**config.mk**
```make
export PLATFORM = sky130hd
export DESIGN_NAME = seq_subtractor_64bit
export DESIGN_NICKNAME = d
export VERILOG_FILES = /design/src/rtl/seq_subtractor_64bit.sv
export SDC_FILE = /design/constraint.sdc
export NUM_CORES = 1
export LEC_CHECK = 0
export BUFFER_PORTS_ARGS = -buffer_cell sky130_fd_sc_hd__buf_2
export CORE_UTILIZATION = 40
export DETAILED_ROUTE_END_ITERATION = 8
export PLACE_DENSITY = 0.71
export SLEW_MARGIN = 20
export SYNTH_ARGS = -nofsm -noshare
export SYNTH_HDL_FRONTEND = slang
export SYNTH_SLANG_ARGS = --single-unit
```
**constraint.sdc**
```tcl
create_clock -name Clk -period 11.3 [get_ports Clk]
set_clock_uncertainty 0.05 [all_clocks]
set_input_delay 2.26 -clock Clk [delete_from_list [all_inputs] [get_ports Clk]]
set_output_delay 2.26 -clock Clk [all_outputs]
set_load 0.02 [all_outputs]
```
**src/rtl/seq_subtractor_64bit.sv**
```systemverilog
`default_nettype none
// ============================================================================
//  Module      : seq_subtractor_64bit
//  Description : Multi-cycle WIDTH-bit subtractor D = A - B - Bi, one CHUNK-bit
//                slice per clock with a registered borrow between slices.
//  Revision    : 1.0 - initial release
// ============================================================================
module seq_subtractor_64bit #(
  parameter int WIDTH = 64,
  parameter int CHUNK = 16
) (
  input  logic             Clk,
  input  logic             Rst,
  input  logic             Start,
  input  logic             Bi,
  input  logic [WIDTH-1:0] A,
  input  logic [WIDTH-1:0] B,
  output logic             Ready,
  output logic             Busy,
  output logic             Done,
  output logic [WIDTH-1:0] D,
  output logic             Bo,
  output logic             Ovf
);

  localparam int c_nch  = WIDTH / CHUNK;
  localparam int c_idxw = (c_nch > 1) ? $clog2(c_nch) : 1;
  localparam logic [c_idxw-1:0] c_last = c_idxw'(c_nch - 1);

  localparam logic [1:0] c_idle = 2'd0;
  localparam logic [1:0] c_run  = 2'd1;
  localparam logic [1:0] c_done = 2'd2;

  logic [1:0]        r_state;
  logic [c_idxw-1:0] r_idx;
  logic              r_borrow;
  logic [WIDTH-1:0]  r_a;
  logic [WIDTH-1:0]  r_b;
  logic [WIDTH-1:0]  r_work;
  logic [WIDTH-1:0]  r_d;
  logic              r_bo;
  logic              r_ovf;

  logic              w_accept;
  logic              w_last;
  logic [CHUNK-1:0]  w_a_sl;
  logic [CHUNK-1:0]  w_b_sl;
  logic [CHUNK:0]    w_sub;
  logic [WIDTH-1:0]  w_result;

  assign Ready    = (r_state != c_run);
  assign Busy     = (r_state == c_run);
  assign Done     = (r_state == c_done);
  assign D        = r_d;
  assign Bo       = r_bo;
  assign Ovf      = r_ovf;

  assign w_accept = Start && Ready;
  assign w_last   = (r_idx == c_last);
  assign w_a_sl   = r_a[r_idx*CHUNK +: CHUNK];
  assign w_b_sl   = r_b[r_idx*CHUNK +: CHUNK];
  // Extra top bit of the slice difference is the borrow into the next slice
  assign w_sub    = {1'b0, w_a_sl} - {1'b0, w_b_sl} - {{CHUNK{1'b0}}, r_borrow};

  // Working register with the slice being computed this cycle merged in
  always_comb begin
    w_result = r_work;
    w_result[r_idx*CHUNK +: CHUNK] = w_sub[CHUNK-1:0];
  end

  always_ff @(posedge Clk or posedge Rst) begin
    if (Rst) begin
      r_state  <= c_idle;
      r_idx    <= '0;
      r_borrow <= 1'b0;
      r_a      <= '0;
      r_b      <= '0;
      r_work   <= '0;
      r_d      <= '0;
      r_bo     <= 1'b0;
      r_ovf    <= 1'b0;
    end else begin
      case (r_state)
        c_run: begin
          r_work   <= w_result;
          r_borrow <= w_sub[CHUNK];
          if (w_last) begin
            r_d     <= w_result;
            r_bo    <= w_sub[CHUNK];
            r_ovf   <= (r_a[WIDTH-1] != r_b[WIDTH-1]) &&
                       (w_result[WIDTH-1] != r_a[WIDTH-1]);
            r_idx   <= '0;
            r_state <= c_done;
          end else begin
            r_idx   <= r_idx + 1'b1;
          end
        end
        default: begin
          // IDLE and DONE both accept; DONE falls back to IDLE otherwise
          if (w_accept) begin
            r_a      <= A;
            r_b      <= B;
            r_borrow <= Bi;
            r_idx    <= '0;
            r_state  <= c_run;
          end else begin
            r_state  <= c_idle;
          end
        end
      endcase
    end
  end

endmodule
`default_nettype wire
```
==> impl_results.md <==
- Clk buf depth: 3
- Max Clk Rate: 225 MHz
- Status: completed
- Die boundary width: 177 um
- Vias post-DR: 8798
- Hold_sp: r_work[62]
- Fraction of synthesized cell area taken by the top area cell type: 54.0%
- Antenna violations before repair: 7
- Floorplan die height: 177 um
- Final routed wire length divided by cell count: 19.5 um
- Data arrival at the endpoint of the critical path: 2140 ps
- Worst-path clk slew: 60 ps
- Reg2reg start: r_idx[0]
- Setup TNS: 0 ps
- Number of unique standard cell types used by synthesis: 59
- Instance count after placement with tap cells included: 1551
- HPWL Detailed: 21600 um
- Post-cts resize count: 0
- Max capacitance violation total: 0
- Worst slew margin: 35.6%
- Tmin final: 4450 ps
- Clock tree from TritonCTS: yes
- Share of synthesized area occupied by flip-flops and latches: 54.0%
- Category of cells accounting for the largest share of critical-path delay: buffers and inverters
- Setup repair after global routing missed its margin: false
- Total I/O pin count: 201
- Worst endpoint required time: 8990 ps
- Via count of the first global-routing pass: 8602
- Initial Utilization: 40.9%
- Worst-Margin Slew: 959 ps
- FF+latch count, synth: 263
- Final-report max-slew violation count: 0
- Synth async-reset ratio: 100%
- Worst r2r path cells: 12
- Worst hold path depth: 2
- Number of warnings reported in the yosys synthesis log: 0
- Number of nets in the final layout: 1360
- Post-Synthesis Net Count: 1181
- Routability cong.: 0.821
- Routed via count divided by cell count: 5.49
- Largest fanout on the critical path: 16
- Post-route setup slack: 6850 ps
- Insertion delay of the later-clocked pin in the worst-skew pair: 540 ps
- Global Route Usage Sum: 19.9%
- Number of enable flip-flop cells after synthesis: 0
- Total standard cell area after synthesis: 12200 um^2
- Overflow left after global routing: 0
- Reg-to-reg slack, setup: 7000 ps
- H-tree levels: 1
- Most frequently used cell type in the post-synthesis netlist: dfrtp_1
- Count of port buffers added during placement: 200
- Inserted Clock Buffers: 28
- Layout Cells excl Fill: 1604
- # setup viols final: 0
- Cell count after synthesis: 1013
- Commonest cells post-synth: dfrtp_1 (263), mux2_2 (129), nor2_1 (97)
- Wire length of the first global-routing pass: 48400 um
- Sum of routed wire length over all layers: 31200 um
- Root buf cell: clkbuf_16
- Area added between synthesis and finish: 19.3%
- Worst flop-to-flop path endpoint: D[14]
- Top cells by area in the synthesized netlist: dfrtp_1 (54%), mux2_2 (12%), mux4_2 (5.7%)
- Largest net degree at the start of global routing: 131
- Capturing element type of the critical path: output pin
- Hold-fix buffer count after cts: 0
- Sequence of cells on the critical path: nand2b_1 > inv_1 > buf_2
- Buf+Inv Stages, Crit Path: 2
- Remaining number of nets flagged by the antenna check after routing: 0
- Placeable core region: 29800 um^2
- Primary FF master, synth: dfrtp_1
- Floorplan die area: 31200 um^2
- Pre-CTS setup slack: 6900 ps
- Syn_area_per_cell: 12.0 um^2
- Critical Setup Path Class: reg2out
- Crit path max-delay cell type: inv_1
- Placed cell areas: 13500 um^2
- DR DRC count: 0
- Layout cells sized above 1: 35.4%
- Worst stage delay on the critical path: 560 ps
- Leading area contributor after synthesis: dfrtp_1
- Kind of launch point of the worst setup path: flop
- Total setup buffers inserted after CTS: 0
- Number of optimization iterations in the first detailed-route pass: 5
- Total count of hold-check failures in the final report: 0
- Tightest Hold Check Type: reg2reg
- Sinks on the clock net: 263
- Destination of the worst hold path: r_work[62]
- Final cell area excluding filler cells: 14500 um^2
- Share of the clock period used by the worst path after layout: 39.4%
- Number of DRC markers in iteration 0: 701
- FP Rows: 63
## cells by family after synthesis
kind of cell / synth area share (%)
AO/OA/AOI/OAI: 11.6
XOR/XNOR: 0.862
adder cells (fa/ha/maj): 3.82
buffers and inverters: 3.86
flip-flops: 54.0
multiplexers: 17.9
AND/OR/NAND/NOR: 8.03
## how the worst max path moves through the flow
stage | from | endpoint | slack, ps | depth (start not counted)
global placement | Start | r_b[28] | 6910 | 4
global route | r_idx[0] | D[15] | 6570 | 12
CTS | r_state[1] | Busy | 6860 | 3
floorplan | Rst | Bo | 1750 | 1
detailed placement | Start | r_b[27] | 6900 | 4
finish | r_state[1] | Busy | 6850 | 3
## area by class of cell
type / count / area [um^2]
Multi-Input combinational cell: 629 / 5150
Inverter: 62 / 240
Fill cell: 2686 / 15200
Clock inverter: 12 / 191
Tap cell: 390 / 488
Clock buffer: 39 / 823
Timing Repair Buffer: 208 / 1060
Antenna cell: 1 / 2.50
Sequential cell: 263 / 6580
## registers in the layout (all words and copies together) (netlist names)
| register | count |
|---|---|
| r_state | 2 |
| r_work | 64 |
| r_idx | 2 |
| Bo | 1 |
| Ovf | 1 |
| r_borrow | 1 |
| r_b | 64 |
| r_a | 64 |
| D | 64 |
## cell usage in the layout, fill, tap and decap left out, types with 16 or more instances in the layout
master       n
dfrtp_1    261
buf_2      200
mux2_2     129
nor2_1      97
nand2_1     73
o21ai_0     61
inv_1       59
a221oi_1    41
ha_1        34
a22o_1      33
mux4_2      31
clkbuf_16   29
a21oi_1     23
and3_1      16
## layer usage
| layer | wire length (um) | up-vias | global-route usage (%) |
|---|---|---|---|
| met1 | 13400 | 4349 | 27.7 |
| li1 | - | 4008 | - |
| met3 | 2650 | 55 | 5.33 |
| met4 | 628 | 12 | 4.96 |
| met2 | 14400 | 374 | 30.8 |
| met5 | 76 | - | 0 |
## stage by stage
stage               hold slack, ps  util, %
global placement               406     45.4
detailed placement             412     45.4
global route                   451     48.8
floorplan                      392        -
CTS                            426     48.8
finish                         421     48.8
## worst register-to-register path, stage by stage (launching register included)
cell and delay, ps:
dfrtp_2 340, buf_4 590, mux4_2 640, ha_1 290, inv_1 40, ha_1 380
a21o_1 220, a311oi_2 320, o21ba_2 260, o21ai_0 120, o21ai_0 120, xor2_1 590
o21ai_0 200
Power is not shown: default switching activity piles up to over one toggle a cycle in this logic, so the estimate is an artifact.
